===== config.mk =====
export PLATFORM = sky130hd
export DESIGN_NAME = l1_axi_arb_flat
export DESIGN_NICKNAME = d
export VERILOG_FILES = /design/src/rtl/l1_axi_arb_if.sv /design/src/rtl/l1_axi_arb.sv /design/src/flat_wrapper.sv
export SDC_FILE = /design/constraint.sdc
export NUM_CORES = 1
export LEC_CHECK = 0
export ABC_AREA = 1
export CORE_AREA = 2 2 260 262
export DETAILED_ROUTE_END_ITERATION = 16
export DIE_AREA = 0 0 262 264
export PLACE_DENSITY = 0.38
export SYNTH_ARGS = -nofsm -noshare
export SYNTH_HDL_FRONTEND = slang
export SYNTH_SLANG_ARGS = --single-unit

===== constraint.sdc =====
create_clock -name clk -period 3.36 [get_ports clk]
set_input_delay 0.672 -clock clk [delete_from_list [all_inputs] [get_ports clk]]
set_output_delay 0.672 -clock clk [all_outputs]
set_load 0.005 [all_outputs]

===== src/rtl/l1_axi_arb_if.sv =====
// AXI port bundle (AR/R/AW/W/B) shared by the L1 masters and the interconnect port of l1_axi_arb.
// master = side that issues addresses; slave = side that returns data and responses.
interface l1_axi_arb_if #(
    parameter int AW  = 32,
    parameter int DW  = 32,
    parameter int IDW = 10
);
    logic [AW-1:0]   araddr;
    logic [1:0]      arburst;
    logic [2:0]      arsize;
    logic [IDW-1:0]  arid;
    logic [7:0]      arlen;
    logic            arvalid;
    logic            arready;

    logic [DW-1:0]   rdata;
    logic [1:0]      rresp;
    logic [IDW-1:0]  rid;
    logic            rlast;
    logic            rvalid;
    logic            rready;

    logic [AW-1:0]   awaddr;
    logic [1:0]      awburst;
    logic [2:0]      awsize;
    logic [IDW-1:0]  awid;
    logic [7:0]      awlen;
    logic            awvalid;
    logic            awready;

    logic [DW-1:0]   wdata;
    logic [DW/8-1:0] wstrb;
    logic [IDW-1:0]  wid;
    logic            wlast;
    logic            wvalid;
    logic            wready;

    logic [IDW-1:0]  bid;
    logic [1:0]      bresp;
    logic            bvalid;
    logic            bready;

    modport master (
        output araddr, arburst, arsize, arid, arlen, arvalid,
        input  arready,
        input  rdata, rresp, rid, rlast, rvalid,
        output rready,
        output awaddr, awburst, awsize, awid, awlen, awvalid,
        input  awready,
        output wdata, wstrb, wid, wlast, wvalid,
        input  wready,
        input  bid, bresp, bvalid,
        output bready
    );

    modport slave (
        input  araddr, arburst, arsize, arid, arlen, arvalid,
        output arready,
        output rdata, rresp, rid, rlast, rvalid,
        input  rready,
        input  awaddr, awburst, awsize, awid, awlen, awvalid,
        output awready,
        input  wdata, wstrb, wid, wlast, wvalid,
        output wready,
        output bid, bresp, bvalid,
        input  bready
    );
endinterface


===== src/rtl/l1_axi_arb.sv =====
// Two-to-one AXI arbiter between the L1 I-cache (s0) / D-cache (s1) and the interconnect (m).
// Default: fixed priority s1 > s0. Define L1_ARB_RR_EN for per-channel round-robin on ties.
//
//  state  | meaning
//  R_IDLE | no read owner; arbitrate pending arvalid
//  R_ADDR | AR of s[rgnt] passes through to m
//  R_DATA | R beats route back to s[rgnt] until rlast
//  W_IDLE | no write owner; arbitrate pending awvalid
//  W_XFER | AW and W of s[wgnt] pass through, each exactly once
//  W_RESP | B routes back to s[wgnt]
module l1_axi_arb (
    input logic          clk,
    input logic          rst,
    l1_axi_arb_if.slave  s0,
    l1_axi_arb_if.slave  s1,
    l1_axi_arb_if.master m
);
    typedef enum logic [1:0] {R_IDLE, R_ADDR, R_DATA} r_state_t;
    typedef enum logic [1:0] {W_IDLE, W_XFER, W_RESP} w_state_t;

    r_state_t   r_state, r_state_nxt;
    w_state_t   w_state, w_state_nxt;
    logic       rgnt, rgnt_nxt;
    logic       wgnt, wgnt_nxt;
    logic       aw_done, aw_done_nxt;
    logic       w_done, w_done_nxt;
    logic       r_win, w_win;
    logic       r_done, b_done;

    logic       m_arvalid_c, m_rready_c;
    logic       m_awvalid_c, m_wvalid_c, m_bready_c;
    logic [1:0] s_arready, s_rvalid;
    logic [1:0] s_awready, s_wready, s_bvalid;

    // Without a tie the sole requester wins, which is s1 whenever s1 is requesting.
`ifdef L1_ARB_RR_EN
    logic r_ptr, w_ptr;

    always_ff @(posedge clk) begin
        if (rst) begin
            r_ptr <= 1'b0;
            w_ptr <= 1'b0;
        end else begin
            if (r_done) r_ptr <= rgnt;
            if (b_done) w_ptr <= wgnt;
        end
    end

    assign r_win = (s0.arvalid && s1.arvalid) ? ~r_ptr : s1.arvalid;
    assign w_win = (s0.awvalid && s1.awvalid) ? ~w_ptr : s1.awvalid;
`else
    assign r_win = s1.arvalid;
    assign w_win = s1.awvalid;
`endif

    always_ff @(posedge clk) begin
        if (rst) begin
            r_state <= R_IDLE;
            w_state <= W_IDLE;
            rgnt    <= 1'b0;
            wgnt    <= 1'b0;
            aw_done <= 1'b0;
            w_done  <= 1'b0;
        end else begin
            r_state <= r_state_nxt;
            w_state <= w_state_nxt;
            rgnt    <= rgnt_nxt;
            wgnt    <= wgnt_nxt;
            aw_done <= aw_done_nxt;
            w_done  <= w_done_nxt;
        end
    end

    always_comb begin
        r_state_nxt = r_state;
        rgnt_nxt    = rgnt;
        m_arvalid_c = 1'b0;
        m_rready_c  = 1'b0;
        s_arready   = 2'b00;
        s_rvalid    = 2'b00;
        r_done      = 1'b0;
        case (r_state)
            R_IDLE: begin
                if (s0.arvalid || s1.arvalid) begin
                    rgnt_nxt    = r_win;
                    r_state_nxt = R_ADDR;
                end
            end
            R_ADDR: begin
                m_arvalid_c     = rgnt ? s1.arvalid : s0.arvalid;
                s_arready[rgnt] = m.arready;
                if (m_arvalid_c && m.arready) r_state_nxt = R_DATA;
            end
            R_DATA: begin
                m_rready_c     = rgnt ? s1.rready : s0.rready;
                s_rvalid[rgnt] = m.rvalid;
                if (m.rvalid && m_rready_c && m.rlast) begin
                    r_done      = 1'b1;
                    r_state_nxt = R_IDLE;
                end
            end
            default: r_state_nxt = R_IDLE;
        endcase
    end

    // Each of AW and W is forwarded once; after its handshake the channel is masked off.
    always_comb begin
        w_state_nxt = w_state;
        wgnt_nxt    = wgnt;
        aw_done_nxt = aw_done;
        w_done_nxt  = w_done;
        m_awvalid_c = 1'b0;
        m_wvalid_c  = 1'b0;
        m_bready_c  = 1'b0;
        s_awready   = 2'b00;
        s_wready    = 2'b00;
        s_bvalid    = 2'b00;
        b_done      = 1'b0;
        case (w_state)
            W_IDLE: begin
                if (s0.awvalid || s1.awvalid) begin
                    wgnt_nxt    = w_win;
                    w_state_nxt = W_XFER;
                end
            end
            W_XFER: begin
                m_awvalid_c     = (wgnt ? s1.awvalid : s0.awvalid) & ~aw_done;
                m_wvalid_c      = (wgnt ? s1.wvalid : s0.wvalid) & ~w_done;
                s_awready[wgnt] = m.awready & ~aw_done;
                s_wready[wgnt]  = m.wready & ~w_done;
                aw_done_nxt     = aw_done | (m_awvalid_c & m.awready);
                w_done_nxt      = w_done | (m_wvalid_c & m.wready);
                if (aw_done_nxt && w_done_nxt) begin
                    aw_done_nxt = 1'b0;
                    w_done_nxt  = 1'b0;
                    w_state_nxt = W_RESP;
                end
            end
            W_RESP: begin
                m_bready_c     = wgnt ? s1.bready : s0.bready;
                s_bvalid[wgnt] = m.bvalid;
                if (m.bvalid && m_bready_c) begin
                    b_done      = 1'b1;
                    w_state_nxt = W_IDLE;
                end
            end
            default: w_state_nxt = W_IDLE;
        endcase
    end

    assign m.araddr  = rgnt ? s1.araddr  : s0.araddr;
    assign m.arburst = rgnt ? s1.arburst : s0.arburst;
    assign m.arsize  = rgnt ? s1.arsize  : s0.arsize;
    assign m.arid    = rgnt ? s1.arid    : s0.arid;
    assign m.arlen   = rgnt ? s1.arlen   : s0.arlen;
    assign m.arvalid = m_arvalid_c;
    assign m.rready  = m_rready_c;

    assign m.awaddr  = wgnt ? s1.awaddr  : s0.awaddr;
    assign m.awburst = wgnt ? s1.awburst : s0.awburst;
    assign m.awsize  = wgnt ? s1.awsize  : s0.awsize;
    assign m.awid    = wgnt ? s1.awid    : s0.awid;
    assign m.awlen   = wgnt ? s1.awlen   : s0.awlen;
    assign m.awvalid = m_awvalid_c;
    assign m.wdata   = wgnt ? s1.wdata   : s0.wdata;
    assign m.wstrb   = wgnt ? s1.wstrb   : s0.wstrb;
    assign m.wid     = wgnt ? s1.wid     : s0.wid;
    assign m.wlast   = wgnt ? s1.wlast   : s0.wlast;
    assign m.wvalid  = m_wvalid_c;
    assign m.bready  = m_bready_c;

    assign s0.arready = s_arready[0];
    assign s0.rdata   = m.rdata;
    assign s0.rresp   = m.rresp;
    assign s0.rid     = m.rid;
    assign s0.rlast   = m.rlast;
    assign s0.rvalid  = s_rvalid[0];
    assign s0.awready = s_awready[0];
    assign s0.wready  = s_wready[0];
    assign s0.bid     = m.bid;
    assign s0.bresp   = m.bresp;
    assign s0.bvalid  = s_bvalid[0];

    assign s1.arready = s_arready[1];
    assign s1.rdata   = m.rdata;
    assign s1.rresp   = m.rresp;
    assign s1.rid     = m.rid;
    assign s1.rlast   = m.rlast;
    assign s1.rvalid  = s_rvalid[1];
    assign s1.awready = s_awready[1];
    assign s1.wready  = s_wready[1];
    assign s1.bid     = m.bid;
    assign s1.bresp   = m.bresp;
    assign s1.bvalid  = s_bvalid[1];
endmodule


===== src/flat_wrapper.sv =====
// flat-port wrapper written by rule: the top's interface ports become plain ports
module l1_axi_arb_flat 
  (clk, rst, s0_araddr, s0_arburst, s0_arsize, s0_arid, s0_arlen, s0_arvalid, s0_arready, s0_rdata, s0_rresp, s0_rid, s0_rlast, s0_rvalid, s0_rready, s0_awaddr, s0_awburst, s0_awsize, s0_awid, s0_awlen, s0_awvalid, s0_awready, s0_wdata, s0_wstrb, s0_wid, s0_wlast, s0_wvalid, s0_wready, s0_bid, s0_bresp, s0_bvalid, s0_bready, s1_araddr, s1_arburst, s1_arsize, s1_arid, s1_arlen, s1_arvalid, s1_arready, s1_rdata, s1_rresp, s1_rid, s1_rlast, s1_rvalid, s1_rready, s1_awaddr, s1_awburst, s1_awsize, s1_awid, s1_awlen, s1_awvalid, s1_awready, s1_wdata, s1_wstrb, s1_wid, s1_wlast, s1_wvalid, s1_wready, s1_bid, s1_bresp, s1_bvalid, s1_bready, m_araddr, m_arburst, m_arsize, m_arid, m_arlen, m_arvalid, m_arready, m_rdata, m_rresp, m_rid, m_rlast, m_rvalid, m_rready, m_awaddr, m_awburst, m_awsize, m_awid, m_awlen, m_awvalid, m_awready, m_wdata, m_wstrb, m_wid, m_wlast, m_wvalid, m_wready, m_bid, m_bresp, m_bvalid, m_bready);
  l1_axi_arb_if #(.AW(32), .DW(32), .IDW(10)) s0_i ();
  l1_axi_arb_if #(.AW(32), .DW(32), .IDW(10)) s1_i ();
  l1_axi_arb_if #(.AW(32), .DW(32), .IDW(10)) m_i ();
  input logic clk;
  input logic rst;
  input wire logic [$bits(s0_i.araddr)-1:0] s0_araddr;
  input wire logic [$bits(s0_i.arburst)-1:0] s0_arburst;
  input wire logic [$bits(s0_i.arsize)-1:0] s0_arsize;
  input wire logic [$bits(s0_i.arid)-1:0] s0_arid;
  input wire logic [$bits(s0_i.arlen)-1:0] s0_arlen;
  input wire logic [$bits(s0_i.arvalid)-1:0] s0_arvalid;
  output wire logic [$bits(s0_i.arready)-1:0] s0_arready;
  output wire logic [$bits(s0_i.rdata)-1:0] s0_rdata;
  output wire logic [$bits(s0_i.rresp)-1:0] s0_rresp;
  output wire logic [$bits(s0_i.rid)-1:0] s0_rid;
  output wire logic [$bits(s0_i.rlast)-1:0] s0_rlast;
  output wire logic [$bits(s0_i.rvalid)-1:0] s0_rvalid;
  input wire logic [$bits(s0_i.rready)-1:0] s0_rready;
  input wire logic [$bits(s0_i.awaddr)-1:0] s0_awaddr;
  input wire logic [$bits(s0_i.awburst)-1:0] s0_awburst;
  input wire logic [$bits(s0_i.awsize)-1:0] s0_awsize;
  input wire logic [$bits(s0_i.awid)-1:0] s0_awid;
  input wire logic [$bits(s0_i.awlen)-1:0] s0_awlen;
  input wire logic [$bits(s0_i.awvalid)-1:0] s0_awvalid;
  output wire logic [$bits(s0_i.awready)-1:0] s0_awready;
  input wire logic [$bits(s0_i.wdata)-1:0] s0_wdata;
  input wire logic [$bits(s0_i.wstrb)-1:0] s0_wstrb;
  input wire logic [$bits(s0_i.wid)-1:0] s0_wid;
  input wire logic [$bits(s0_i.wlast)-1:0] s0_wlast;
  input wire logic [$bits(s0_i.wvalid)-1:0] s0_wvalid;
  output wire logic [$bits(s0_i.wready)-1:0] s0_wready;
  output wire logic [$bits(s0_i.bid)-1:0] s0_bid;
  output wire logic [$bits(s0_i.bresp)-1:0] s0_bresp;
  output wire logic [$bits(s0_i.bvalid)-1:0] s0_bvalid;
  input wire logic [$bits(s0_i.bready)-1:0] s0_bready;
  input wire logic [$bits(s1_i.araddr)-1:0] s1_araddr;
  input wire logic [$bits(s1_i.arburst)-1:0] s1_arburst;
  input wire logic [$bits(s1_i.arsize)-1:0] s1_arsize;
  input wire logic [$bits(s1_i.arid)-1:0] s1_arid;
  input wire logic [$bits(s1_i.arlen)-1:0] s1_arlen;
  input wire logic [$bits(s1_i.arvalid)-1:0] s1_arvalid;
  output wire logic [$bits(s1_i.arready)-1:0] s1_arready;
  output wire logic [$bits(s1_i.rdata)-1:0] s1_rdata;
  output wire logic [$bits(s1_i.rresp)-1:0] s1_rresp;
  output wire logic [$bits(s1_i.rid)-1:0] s1_rid;
  output wire logic [$bits(s1_i.rlast)-1:0] s1_rlast;
  output wire logic [$bits(s1_i.rvalid)-1:0] s1_rvalid;
  input wire logic [$bits(s1_i.rready)-1:0] s1_rready;
  input wire logic [$bits(s1_i.awaddr)-1:0] s1_awaddr;
  input wire logic [$bits(s1_i.awburst)-1:0] s1_awburst;
  input wire logic [$bits(s1_i.awsize)-1:0] s1_awsize;
  input wire logic [$bits(s1_i.awid)-1:0] s1_awid;
  input wire logic [$bits(s1_i.awlen)-1:0] s1_awlen;
  input wire logic [$bits(s1_i.awvalid)-1:0] s1_awvalid;
  output wire logic [$bits(s1_i.awready)-1:0] s1_awready;
  input wire logic [$bits(s1_i.wdata)-1:0] s1_wdata;
  input wire logic [$bits(s1_i.wstrb)-1:0] s1_wstrb;
  input wire logic [$bits(s1_i.wid)-1:0] s1_wid;
  input wire logic [$bits(s1_i.wlast)-1:0] s1_wlast;
  input wire logic [$bits(s1_i.wvalid)-1:0] s1_wvalid;
  output wire logic [$bits(s1_i.wready)-1:0] s1_wready;
  output wire logic [$bits(s1_i.bid)-1:0] s1_bid;
  output wire logic [$bits(s1_i.bresp)-1:0] s1_bresp;
  output wire logic [$bits(s1_i.bvalid)-1:0] s1_bvalid;
  input wire logic [$bits(s1_i.bready)-1:0] s1_bready;
  output wire logic [$bits(m_i.araddr)-1:0] m_araddr;
  output wire logic [$bits(m_i.arburst)-1:0] m_arburst;
  output wire logic [$bits(m_i.arsize)-1:0] m_arsize;
  output wire logic [$bits(m_i.arid)-1:0] m_arid;
  output wire logic [$bits(m_i.arlen)-1:0] m_arlen;
  output wire logic [$bits(m_i.arvalid)-1:0] m_arvalid;
  input wire logic [$bits(m_i.arready)-1:0] m_arready;
  input wire logic [$bits(m_i.rdata)-1:0] m_rdata;
  input wire logic [$bits(m_i.rresp)-1:0] m_rresp;
  input wire logic [$bits(m_i.rid)-1:0] m_rid;
  input wire logic [$bits(m_i.rlast)-1:0] m_rlast;
  input wire logic [$bits(m_i.rvalid)-1:0] m_rvalid;
  output wire logic [$bits(m_i.rready)-1:0] m_rready;
  output wire logic [$bits(m_i.awaddr)-1:0] m_awaddr;
  output wire logic [$bits(m_i.awburst)-1:0] m_awburst;
  output wire logic [$bits(m_i.awsize)-1:0] m_awsize;
  output wire logic [$bits(m_i.awid)-1:0] m_awid;
  output wire logic [$bits(m_i.awlen)-1:0] m_awlen;
  output wire logic [$bits(m_i.awvalid)-1:0] m_awvalid;
  input wire logic [$bits(m_i.awready)-1:0] m_awready;
  output wire logic [$bits(m_i.wdata)-1:0] m_wdata;
  output wire logic [$bits(m_i.wstrb)-1:0] m_wstrb;
  output wire logic [$bits(m_i.wid)-1:0] m_wid;
  output wire logic [$bits(m_i.wlast)-1:0] m_wlast;
  output wire logic [$bits(m_i.wvalid)-1:0] m_wvalid;
  input wire logic [$bits(m_i.wready)-1:0] m_wready;
  input wire logic [$bits(m_i.bid)-1:0] m_bid;
  input wire logic [$bits(m_i.bresp)-1:0] m_bresp;
  input wire logic [$bits(m_i.bvalid)-1:0] m_bvalid;
  output wire logic [$bits(m_i.bready)-1:0] m_bready;
  assign s0_i.araddr = s0_araddr;
  assign s0_i.arburst = s0_arburst;
  assign s0_i.arsize = s0_arsize;
  assign s0_i.arid = s0_arid;
  assign s0_i.arlen = s0_arlen;
  assign s0_i.arvalid = s0_arvalid;
  assign s0_arready = s0_i.arready;
  assign s0_rdata = s0_i.rdata;
  assign s0_rresp = s0_i.rresp;
  assign s0_rid = s0_i.rid;
  assign s0_rlast = s0_i.rlast;
  assign s0_rvalid = s0_i.rvalid;
  assign s0_i.rready = s0_rready;
  assign s0_i.awaddr = s0_awaddr;
  assign s0_i.awburst = s0_awburst;
  assign s0_i.awsize = s0_awsize;
  assign s0_i.awid = s0_awid;
  assign s0_i.awlen = s0_awlen;
  assign s0_i.awvalid = s0_awvalid;
  assign s0_awready = s0_i.awready;
  assign s0_i.wdata = s0_wdata;
  assign s0_i.wstrb = s0_wstrb;
  assign s0_i.wid = s0_wid;
  assign s0_i.wlast = s0_wlast;
  assign s0_i.wvalid = s0_wvalid;
  assign s0_wready = s0_i.wready;
  assign s0_bid = s0_i.bid;
  assign s0_bresp = s0_i.bresp;
  assign s0_bvalid = s0_i.bvalid;
  assign s0_i.bready = s0_bready;
  assign s1_i.araddr = s1_araddr;
  assign s1_i.arburst = s1_arburst;
  assign s1_i.arsize = s1_arsize;
  assign s1_i.arid = s1_arid;
  assign s1_i.arlen = s1_arlen;
  assign s1_i.arvalid = s1_arvalid;
  assign s1_arready = s1_i.arready;
  assign s1_rdata = s1_i.rdata;
  assign s1_rresp = s1_i.rresp;
  assign s1_rid = s1_i.rid;
  assign s1_rlast = s1_i.rlast;
  assign s1_rvalid = s1_i.rvalid;
  assign s1_i.rready = s1_rready;
  assign s1_i.awaddr = s1_awaddr;
  assign s1_i.awburst = s1_awburst;
  assign s1_i.awsize = s1_awsize;
  assign s1_i.awid = s1_awid;
  assign s1_i.awlen = s1_awlen;
  assign s1_i.awvalid = s1_awvalid;
  assign s1_awready = s1_i.awready;
  assign s1_i.wdata = s1_wdata;
  assign s1_i.wstrb = s1_wstrb;
  assign s1_i.wid = s1_wid;
  assign s1_i.wlast = s1_wlast;
  assign s1_i.wvalid = s1_wvalid;
  assign s1_wready = s1_i.wready;
  assign s1_bid = s1_i.bid;
  assign s1_bresp = s1_i.bresp;
  assign s1_bvalid = s1_i.bvalid;
  assign s1_i.bready = s1_bready;
  assign m_araddr = m_i.araddr;
  assign m_arburst = m_i.arburst;
  assign m_arsize = m_i.arsize;
  assign m_arid = m_i.arid;
  assign m_arlen = m_i.arlen;
  assign m_arvalid = m_i.arvalid;
  assign m_i.arready = m_arready;
  assign m_i.rdata = m_rdata;
  assign m_i.rresp = m_rresp;
  assign m_i.rid = m_rid;
  assign m_i.rlast = m_rlast;
  assign m_i.rvalid = m_rvalid;
  assign m_rready = m_i.rready;
  assign m_awaddr = m_i.awaddr;
  assign m_awburst = m_i.awburst;
  assign m_awsize = m_i.awsize;
  assign m_awid = m_i.awid;
  assign m_awlen = m_i.awlen;
  assign m_awvalid = m_i.awvalid;
  assign m_i.awready = m_awready;
  assign m_wdata = m_i.wdata;
  assign m_wstrb = m_i.wstrb;
  assign m_wid = m_i.wid;
  assign m_wlast = m_i.wlast;
  assign m_wvalid = m_i.wvalid;
  assign m_i.wready = m_wready;
  assign m_i.bid = m_bid;
  assign m_i.bresp = m_bresp;
  assign m_i.bvalid = m_bvalid;
  assign m_bready = m_i.bready;
  l1_axi_arb u_core (.clk(clk), .rst(rst), .s0(s0_i), .s1(s1_i), .m(m_i));
endmodule

== Word-level counts from Yosys, hierarchy flattened ==
Cells that the tools add are included.

* Flip-flop bits (word level): 8
* Logic and storage cells: 93

* Mux-type cells: 43
* $lt $le $gt $ge: 4
* Reductions and logical operators: 15
* Eq/ne operators: 10
* Bitwise gates (word level): 15

{| class="wikitable"
|+ Operator list
! cell !! count
|-
| $mux W32 || 3
|-
| $mux W10 || 3
|-
| $mux W2 || 13
|-
| $mux W8 || 2
|-
| $mux W1 || 15
|-
| $ne A2 B1 Y1 const B || 6
|-
| $pmux W2 S3 || 2
|-
| $and A2 B2 Y2 || 5
|-
| $logic_and A1 B1 Y1 || 7
|-
| $and A1 B1 Y1 || 6
|-
| $mux W3 || 2
|-
| $reduce_and A3 Y1 || 2
|-
| $eq A2 B1 Y1 const B || 2
|-
| $eq A2 B2 Y1 const B || 2
|-
| $logic_not A2 Y1 || 2
|-
| $lt A1 B2 Y1 const B || 2
|-
| $mux W4 || 1
|-
| $reduce_and A2 Y1 || 2
|-
| $demux W1 S1 || 2
|-
| $ge A1 B1 Y1 const B || 2
|-
| $logic_or A1 B1 Y1 || 2
|-
| $not A1 Y1 || 2
|-
| $or A1 B1 Y1 || 2
|}

== Logic depth before layout (Yosys ltp) ==
Gate-level depths: netlist of run 1.

* Word-level depth: 7
* Depth in mapped cells: 9
* Depth with buffers taken out: 9

== Least setup slack after synthesis of run 1 ==
Ideal clock, no wire load.

* Path type: input-to-output
* From: in s0_rready
* To: out m_rready
* Stages: 3
* Path buffers: 0
* Data required time: 2.688 ns
* Arrival time: 1.000 ns
* Setup slack: 1.688 ns
* Cells stage by stage: or2_0 > o21ai_0 > nor2_1

* Cells in the longest elaborated chain, start to end: 2

{| class="wikitable"
|+ RTL lines
! element !! line !! source
|-
| start: declaration || flat_wrapper.sv:21 || <nowiki>input wire logic [$bits(s0_i.rready)-1:0] s0_rready;</nowiki>
|-
| $mux W1 || l1_axi_arb.sv:95 || <nowiki>m_rready_c = rgnt ? s1.rready : s0.rready;</nowiki>
|-
| $mux W1 || l1_axi_arb.sv:82 || <nowiki>case (r_state)</nowiki>
|-
| end: declaration || flat_wrapper.sv:81 || <nowiki>output wire logic [$bits(m_i.rready)-1:0] m_rready;</nowiki>
|}

No other way between the ends.

== Worst setup path in the final report of run 1 ==
* From: reg u_core.wgnt
* To: out s1_bvalid

* Cells in the longest elaborated chain, start to end: 6
* Elaborated cells between the ends (all ways): 7

{| class="wikitable"
|+ RTL lines
! element !! line !! source
|-
| start: declaration || l1_axi_arb.sv:24 || <nowiki>logic wgnt, wgnt_nxt;</nowiki>
|-
| start signal: assignment || l1_axi_arb.sv:68 || <nowiki>wgnt <= wgnt_nxt;</nowiki>
|-
| $lt A1 B2 Y1 (not written as such) / $ge A1 B1 Y1 (equally long branches) || l1_axi_arb.sv:141 || <nowiki>s_bvalid[wgnt] = m.bvalid;</nowiki>
|-
| $logic_and A1 B1 Y1 (not written as such) || l1_axi_arb.sv:141 ||
|-
| $mux W1 (not written as such) || l1_axi_arb.sv:141 ||
|-
| $demux W1 S1 * || -- ||
|-
| $and A2 B2 Y2 (no source line) * || -- ||
|-
| $mux W2 * || l1_axi_arb.sv:119 || <nowiki>case (w_state)</nowiki>
|-
| end: declaration || flat_wrapper.sv:67 || <nowiki>output wire logic [$bits(s1_i.bvalid)-1:0] s1_bvalid;</nowiki>
|}

Every way passes the cells marked *; elsewhere a longest branch is shown, timed or not.

==> impl_metrics.json, run 1 <==
{
  "nFillCells": 7695,
  "cap_viol_max_count": 0,
  "layout_commonest_cell": "clkdlybuf4s50_1",
  "cts_tree": "yes",
  "num_io_pins": 674,
  "root_buffer": "clkbuf_16",
  "die_area_mm2": 0.0692,
  "fin_crit_ns": 3.04,
  "grt_max_degree": 89,
  "hold_viol_final": 0,
  "die_w_um": 262,
  "die-height_um": 264,
  "ys_seq_area_share_pct": 4.77,
  "place_area_mm2": 0.00861,
  "vias": 5424,
  "setup_ws_ns": 0.323,
  "track_usage_pct": 6.01,
  "p_per_area_mw_per_mm2": 218,
  "syn_to_final_growth_pct": 159,
  "cts_buffer_depth": 2,
  "hpwlAfterDp_um": 20100,
  "synth.cell_area_mm2": 0.00335,
  "power_mw": 1.89,
  "ir_drop_uv": 113,
  "ctsHoldBuffers": 0,
  "finalSetupTns_ns": 0,
  "wl_per_cell_um": 11.8,
  "skew_ns": 0.00269,
  "cp_max_fo": 22,
  "start_util_pct": 5.04,
  "postRouteAntennaNets": 0,
  "drc": 0,
  "rsz0062_at_grt": "false",
  "pre_cts_slack_ns": 0.384,
  "core_area_mm2": 0.0666,
  "syn_inst": 719,
  "syn-num-nets": 1107,
  "end_kind": "primary output",
  "fp-row-count": 95,
  "final_cell_mix": "clkdlybuf4s50_1, nand2_1, inv_1, nor2_1, nor3_1",
  "drt_iter0_drc": 147,
  "slew_headroom_pct": 61.5,
  "numCtsBuffers": 3,
  "cts_resized": 0,
  "crit_type": "flop to primary output",
  "synth_area_per_cell_um2": 4.67,
  "setup_violations": 0,
  "p_leak_nw": 3.69,
  "grt_pass1_wl_um": 31700,
  "reg2reg_slack_ns": 1.28,
  "ys_types": 17,
  "crit_path_start_kind": "flop",
  "ys_ff_latch": 8,
  "yosysWarningCount": 0,
  "holdCritPathClass": "flop to flop",
  "max_freq_mhz": 329,
  "overflow": 0,
  "clkSinkCount": 8,
  "layout.area.seq_um2": 165,
  "multi_input_area_mm2": 0.00210,
  "final_cell_area_mm2": 0.00869,
  "min_period_over_period_pct": 90.4,
  "cp.arrival_ns": 2.37,
  "grt_pass1_vias": 5282,
  "port_buffers": 505,
  "drv_slew": 0,
  "cts_max_level": 1,
  "nets": 1480,
  "globalplace.congestion": 0.824,
  "clock_latency_ns": 0.24,
  "vias_per_cell": 2.76,
  "finalWirelength_um": 23200,
  "cp.required_ns": 2.69,
  "drive_gt1_share_pct": 2.38,
  "antenna_found_initial": 0,
  "drtPass1Iterations": 4,
  "cts_setup_buffers": 0,
  "status": "complete, no violations",
  "path_clk_slew_ns": 0.04,
  "worst_pin_slew_ns": 0.576
}
==> critical path: stages (launching register included) <==
cell             delay [ns]
dfxtp_4                0.43
clkinv_2               0.41
nor3_1                 0.63
clkdlybuf4s50_1        0.61
==> stage by stage <==
stage | utilization (%) | hold WS [ns] | cells
finish | 13.1 | 0.462 | 1965
global placement | 12.9 | 0.455 | 1960
floorplan | - | 0.441 | 719
global route | 13.1 | 0.506 | 1964
detailed placement | 12.9 | 0.462 | 1960
CTS | 13.1 | 0.468 | 1964
==> cells by family (layout without fill, tap and decap cells) <==
logic type,Yosys count,in the layout,share of synthesized area [%]
buffers and inverters,168,540,32.7
DFF,8,8,4.77
and+or+nand+nor,527,527,60.1
AOI/OAI and AO/OA,16,16,2.42
other,0,1,0
==> cells in the mapped netlist <==
master / count / area share (%)
nand3_2: 1 / 0.30
dfxtp_1: 8 / 4.8
buf_4: 117 / 26
inv_2: 2 / 0.22
a21oi_1: 7 / 1.0
nor2_2: 1 / 0.19
nor2_1: 12 / 1.3
inv_1: 16 / 1.8
nand2_1: 494 / 55
nand2_2: 3 / 0.56
o21ai_0: 8 / 1.2
or2_0: 1 / 0.19
nor3_1: 11 / 1.6
buf_2: 22 / 3.3
a31oi_1: 1 / 0.19
clkbuf_1: 11 / 1.2
nand3_1: 4 / 0.60
==> path summary, 6_finish.rpt <==
kind,end,start,cells after the start
min reg2reg,u_core.aw_done,u_core.aw_done,2
max reg2reg,u_core.w_state[1],u_core.wgnt,7
max,s1_bvalid,u_core.wgnt,3
min,u_core.aw_done,u_core.aw_done,2
==> routing by layer <==
metal | global-route usage (%) | vias to the layer above | wire (um)
met5 | 0 | - | 0
met4 | 2.63 | 0 | 876
met3 | 1.73 | 50 | 2580
met2 | 11.2 | 346 | 11400
met1 | 6.19 | 2257 | 8330
li1 | - | 2771 | -
==> registers in the layout, summed over array words and instances (netlist names) <==
name,cells
u_core.aw_done,1
u_core.rgnt,1
u_core.wgnt,1
u_core.r_state,2
u_core.w_done,1
u_core.w_state,2
==> layout make-up <==
class,instances,share of cell area (%)
antenna,1,0.0288
clock buffer,4,0.907
inverter,18,0.791
multi-input combinational,543,24.1
sequential,8,1.90
tap,873,12.6
timing repair buffer,518,59.7
==> power breakdown <==
| part | leakage, nW | internal, mW | switching [mW] |
|---|---|---|---|
| registers | 0.0669 | 0.108 | 0.0146 |
| logic | 3.58 | 0.934 | 0.615 |
| clock network | 0.0382 | 0.159 | 0.0603 |
| total | 3.69 | 1.20 | 0.690 |
No activity file was read; power rests on OpenSTA's default activity.
==> run 2, diff against run 1 <==
- CORE_AREA: 2 2 260 262 -> 2 2 265 267
- DIE_AREA: 0 0 262 264 -> 0 0 267 269
- clock period: 3.36 -> 2.65 ns (I/O delays scaled with it)
==> run 2 against run 1 <==
Effect of this change: worst setup slack got worse by 0.18 ns; register-to-register slack got worse by 0.56 ns; non-clock buffer count rose by 10; routed wire length rose by 9.3%; combinational power rose by 32%; final cell count rose by 3.9%; sequential share of layout area barely moved; global-route usage rose by 0.33 points; sequential power rose by 24%; first-iteration DRC count fell by 5.4%; largest cell class unchanged.
==> impl_metrics.json, run 2 (synthesis gave the netlist of run 1 again) <==
{
  "cts_setup_buffers": 0,
  "drt_iter0_drc": 139,
  "cp.arrival_ns": 1.98,
  "nets": 1490,
  "finalWirelength_um": 25400,
  "cts_buffer_depth": 2,
  "syn_to_final_growth_pct": 165,
  "path_clk_slew_ns": 0.05,
  "nFillCells": 7958,
  "hold_viol_final": 0,
  "switching_power_mw": 0.936,
  "max_freq_mhz": 399,
  "drc": 0,
  "die-height_um": 269,
  "grt_max_degree": 63,
  "cap_viol_max_count": 0,
  "antenna_found_initial": 3,
  "switching_share_pct": 37.5,
  "num_io_pins": 674,
  "drive_gt1_share_pct": 3.45,
  "start_util_pct": 4.84,
  "numCtsBuffers": 3,
  "rsz0062_at_grt": "false",
  "vias": 5459,
  "crit_path_start_kind": "primary input",
  "cp_max_fo": 3,
  "worst_pin_slew_ns": 0.528,
  "overflow": 0,
  "combPwrFrac_pct": 81.9,
  "wl_per_cell_um": 12.4,
  "drv_slew": 0,
  "die_area_mm2": 0.0718,
  "status": "complete, no violations",
  "grt_pass1_vias": 5136,
  "end_kind": "primary output",
  "layout_commonest_cell": "clkdlybuf4s50_1",
  "core_area_mm2": 0.0693,
  "clkSinkCount": 8,
  "fp-row-count": 97,
  "fin_util_pct": 12.8,
  "port_buffers": 505,
  "clock_latency_ns": 0.25,
  "holdCritPathClass": "flop to flop",
  "fin_crit_ns": 2.51,
  "cts_tree": "yes",
  "setup_violations": 0,
  "p_leak_nw": 3.76,
  "vias_per_cell": 2.67,
  "crit_type": "primary input to primary output",
  "slew_headroom_pct": 64.4,
  "globalplace.congestion": 0.812,
  "skew_ns": 0.00380,
  "reg_top3": "u_core.r_state (2), u_core.w_state (2)",
  "grt_pass1_wl_um": 33000,
  "finalSetupTns_ns": 0,
  "p_per_area_mw_per_mm2": 281,
  "die_w_um": 267,
  "track_usage_pct": 6.34,
  "pwr-share-clk_pct": 11.9,
  "drtPass1Iterations": 4,
  "min_period_over_period_pct": 94.7,
  "hpwlAfterDp_um": 22200,
  "cts_max_level": 1,
  "cp.required_ns": 2.12,
  "seqPwrFrac_pct": 6.1,
  "ir_drop_uv": 127,
  "root_buffer": "clkbuf_16",
  "final_cell_mix": "clkdlybuf4s50_1, nand2_1, buf_4, inv_1, nor2_1",
  "p_int_mw": 1.56,
  "postRouteAntennaNets": 0
}
run 2: layer usage:
| metal | part of all wire [%] | GRT usage, % | routed length [um] |
|---|---|---|---|
| met1 | 41 | 7.51 | 10500 |
| met2 | 43 | 9.88 | 10900 |
| met3 | 11 | 2.57 | 2900 |
| met4 | 4.2 | 3.16 | 1080 |
| met5 | 0.087 | 0 | 22 |
run 2: what timing repair did:
item | in CTS | in global routing
endpoints found under the setup margin | 0 | 1
gates resized for setup | 0 | 1
hold buffers | 0 | 0
run 2: cell type report:
class	count	area [um^2]	share of cell area, %
timing repair buffer	528	5300	59.6
multi-input combinational	543	2100	23.6
tap	940	1180	13.2
sequential	8	165	1.86
clock buffer	4	78.8	0.887
inverter	18	68.8	0.774
antenna	1	2.50	0.0282
run 2: through the flow:
| stage | hold WS (ns) | power, mW | worst slack, ns | cell area (um^2) | std cells |
|---|---|---|---|---|---|
| after global placement | 0.466 | 2.24 | 0.0207 | 8800 | 2037 |
| after detailed placement | 0.469 | 2.23 | 0.0150 | 8800 | 2037 |
| after CTS | 0.478 | 2.56 | 0.0138 | 8880 | 2041 |
| after floorplan | 0.441 | 0.883 | 1.18 | 3350 | 719 |
| final | 0.469 | 2.50 | 0.141 | 8890 | 2042 |
| after global routing | 0.513 | 2.71 | 0.0277 | 8880 | 2041 |
run 2: worst paths after layout:
| kind | to | startpoint | slack, ns | depth (start not counted) |
|---|---|---|---|---|
| worst max-delay path | m_arvalid | s1_arvalid | 0.14 | 6 |
| worst min register to register | u_core.aw_done | u_core.aw_done | 0.47 | 2 |
| worst max register to register | u_core.w_state[1] | u_core.wgnt | 0.72 | 10 |
| worst min-delay path | u_core.aw_done | u_core.aw_done | 0.47 | 2 |
run 2: critical path, stage by stage:
cell             delay, ns
clkdlybuf4s50_1       0.52
inv_1                 0.06
nand2_1               0.05
o21ai_1               0.12
nor2_1                0.17
clkdlybuf4s50_1       0.53
run 2: power by group through the flow:
stage               clock [mW]  combinational (mW)  sequential, mW
floorplan                    0               0.737           0.146
global placement             0                2.08           0.156
detailed placement           0                2.07           0.157
CTS                      0.321                2.09           0.154
global route             0.320                2.24           0.156
finish                   0.298                2.05           0.153
==> run 3, diff against run 2 <==
- PLACE_DENSITY: 0.38 -> 0.3
- REMOVE_ABC_BUFFERS: unset -> 1
==> run 3 against run 2 <==
Effect of this change: die area stayed put; clock skew is 0.011 ns higher; final cell count about the same; via count grew 6.2%.
==> impl_metrics.json, run 3 (synthesis gave the netlist of run 1 again) <==
{
  "status": "complete, no violations",
  "ir_drop_uv": 136,
  "numCtsBuffers": 3,
  "start_util_pct": 4.84,
  "die_area_mm2": 0.0718,
  "drv_slew": 0,
  "slew_headroom_pct": 61.2,
  "drtPass1Iterations": 4,
  "antenna_found_initial": 12,
  "nFillCells": 8016,
  "hpwlAfterDp_um": 34100,
  "nets": 1486,
  "die_w_um": 267,
  "cp.arrival_ns": 2.00,
  "place_area_mm2": 0.00882,
  "crit_type": "flop to primary output",
  "holdCritPathClass": "flop to flop",
  "drive_gt1_share_pct": 3.37,
  "root_buffer": "clkbuf_16",
  "wl_per_cell_um": 18.7,
  "vias_per_cell": 2.84,
  "final_cell_area_mm2": 0.00892,
  "globalplace.congestion": 0.731,
  "p_leak_nw": 3.78,
  "final_cell_mix": "clkdlybuf4s50_1, nand2_1, inv_1, buf_4, nor2_1",
  "reg2reg_slack_ns": 1.04,
  "cts_max_level": 1,
  "max_freq_mhz": 396,
  "p_per_area_mw_per_mm2": 283,
  "clock_latency_ns": 0.26,
  "hold_viol_final": 0,
  "postRouteAntennaNets": 0,
  "cts_buffer_depth": 2,
  "drt_iter0_drc": 186,
  "path_clk_slew_ns": 0.05,
  "overflow": 0,
  "num_io_pins": 674,
  "clkSinkCount": 8,
  "whs_ns": 0.463,
  "cap_viol_max_count": 0,
  "rsz0062_at_grt": "false",
  "port_buffers": 505,
  "power_mw": 2.53,
  "grt_pass1_wl_um": 48600,
  "finalSetupTns_ns": 0,
  "crit_path_start_kind": "flop",
  "multi_input_area_mm2": 0.00210,
  "reg_top3": "u_core.r_state (2), u_core.w_state (2)",
  "cts_tree": "yes",
  "drc": 0,
  "setup_violations": 0,
  "syn_to_final_growth_pct": 166,
  "core_area_mm2": 0.0693,
  "layout_commonest_cell": "clkdlybuf4s50_1",
  "worst_pin_slew_ns": 0.580,
  "layout.area.seq_um2": 165,
  "finalWirelength_um": 38100,
  "fin_util_pct": 12.9,
  "vias": 5799,
  "track_usage_pct": 9.97,
  "cp_max_fo": 53,
  "grt_max_degree": 61,
  "end_kind": "primary output",
  "min_period_over_period_pct": 95.4,
  "cp.required_ns": 2.12,
  "skew_ns": 0.0150,
  "fp-row-count": 97,
  "fin_crit_ns": 2.53,
  "die-height_um": 269,
  "grt_pass1_vias": 5883
}
==> run 3: worst paths after layout <==
kind	start	to	depth (start not counted)
hold reg to reg	u_core.aw_done	u_core.aw_done	2
setup reg to reg	u_core.wgnt	u_core.w_state[1]	7
hold / removal	u_core.aw_done	u_core.aw_done	2
setup / recovery	u_core.wgnt	m_awid[2]	6
==> run 3: per-layer routing <==
layer | GRT usage, % | part of all wire (%)
met3 | 7.21 | 17
met5 | 3.24 | 0.81
met2 | 14.7 | 40
met4 | 1.29 | 0.66
met1 | 11.7 | 42
==> run 3: through the flow <==
stage / worst slack, ns / instances
final: 0.123 / 2040
after global routing: 0.00643 / 2037
after CTS: 0.0502 / 2037
after detailed placement: -0.324 / 2033
after global placement: -0.338 / 2033
after floorplan: -1.53 / 569
==> run 3: timing repair <==
| action | in CTS | in global routing |
|---|---|---|
| hold buffers | 0 | 0 |
| cloned | 0 | 0 |
| endpoints found under the setup margin | 1 | 2 |
| gates resized for setup | 3 | 2 |
| pin swaps | 0 | 1 |
| buffers inserted | 0 | 0 |
==> run 3: critical path, stage by stage, from the launching register on <==
cell and delay [ns]:
dfxtp_4 0.40, inv_4 0.11, buf_16 0.23, buf_4 0.26, nand2_1 0.07, nand2_1 0.08, clkdlybuf4s50_1 0.50
==> run 3: power by group <==
group	internal [mW]	total (mW)	switching [mW]
clock	0.204	0.302	0.0985
combinational	1.22	2.07	0.844
sequential	0.137	0.156	0.0192
==> run 3: final cells by class <==
class	instances	share of cell area, %
repair buffers	524	59.6
flip-flops and latches	8	1.85
diodes	3	0.0841
multi-input cells	543	23.6
clock buffers	4	0.883
well taps	940	13.2
inverters	18	0.785
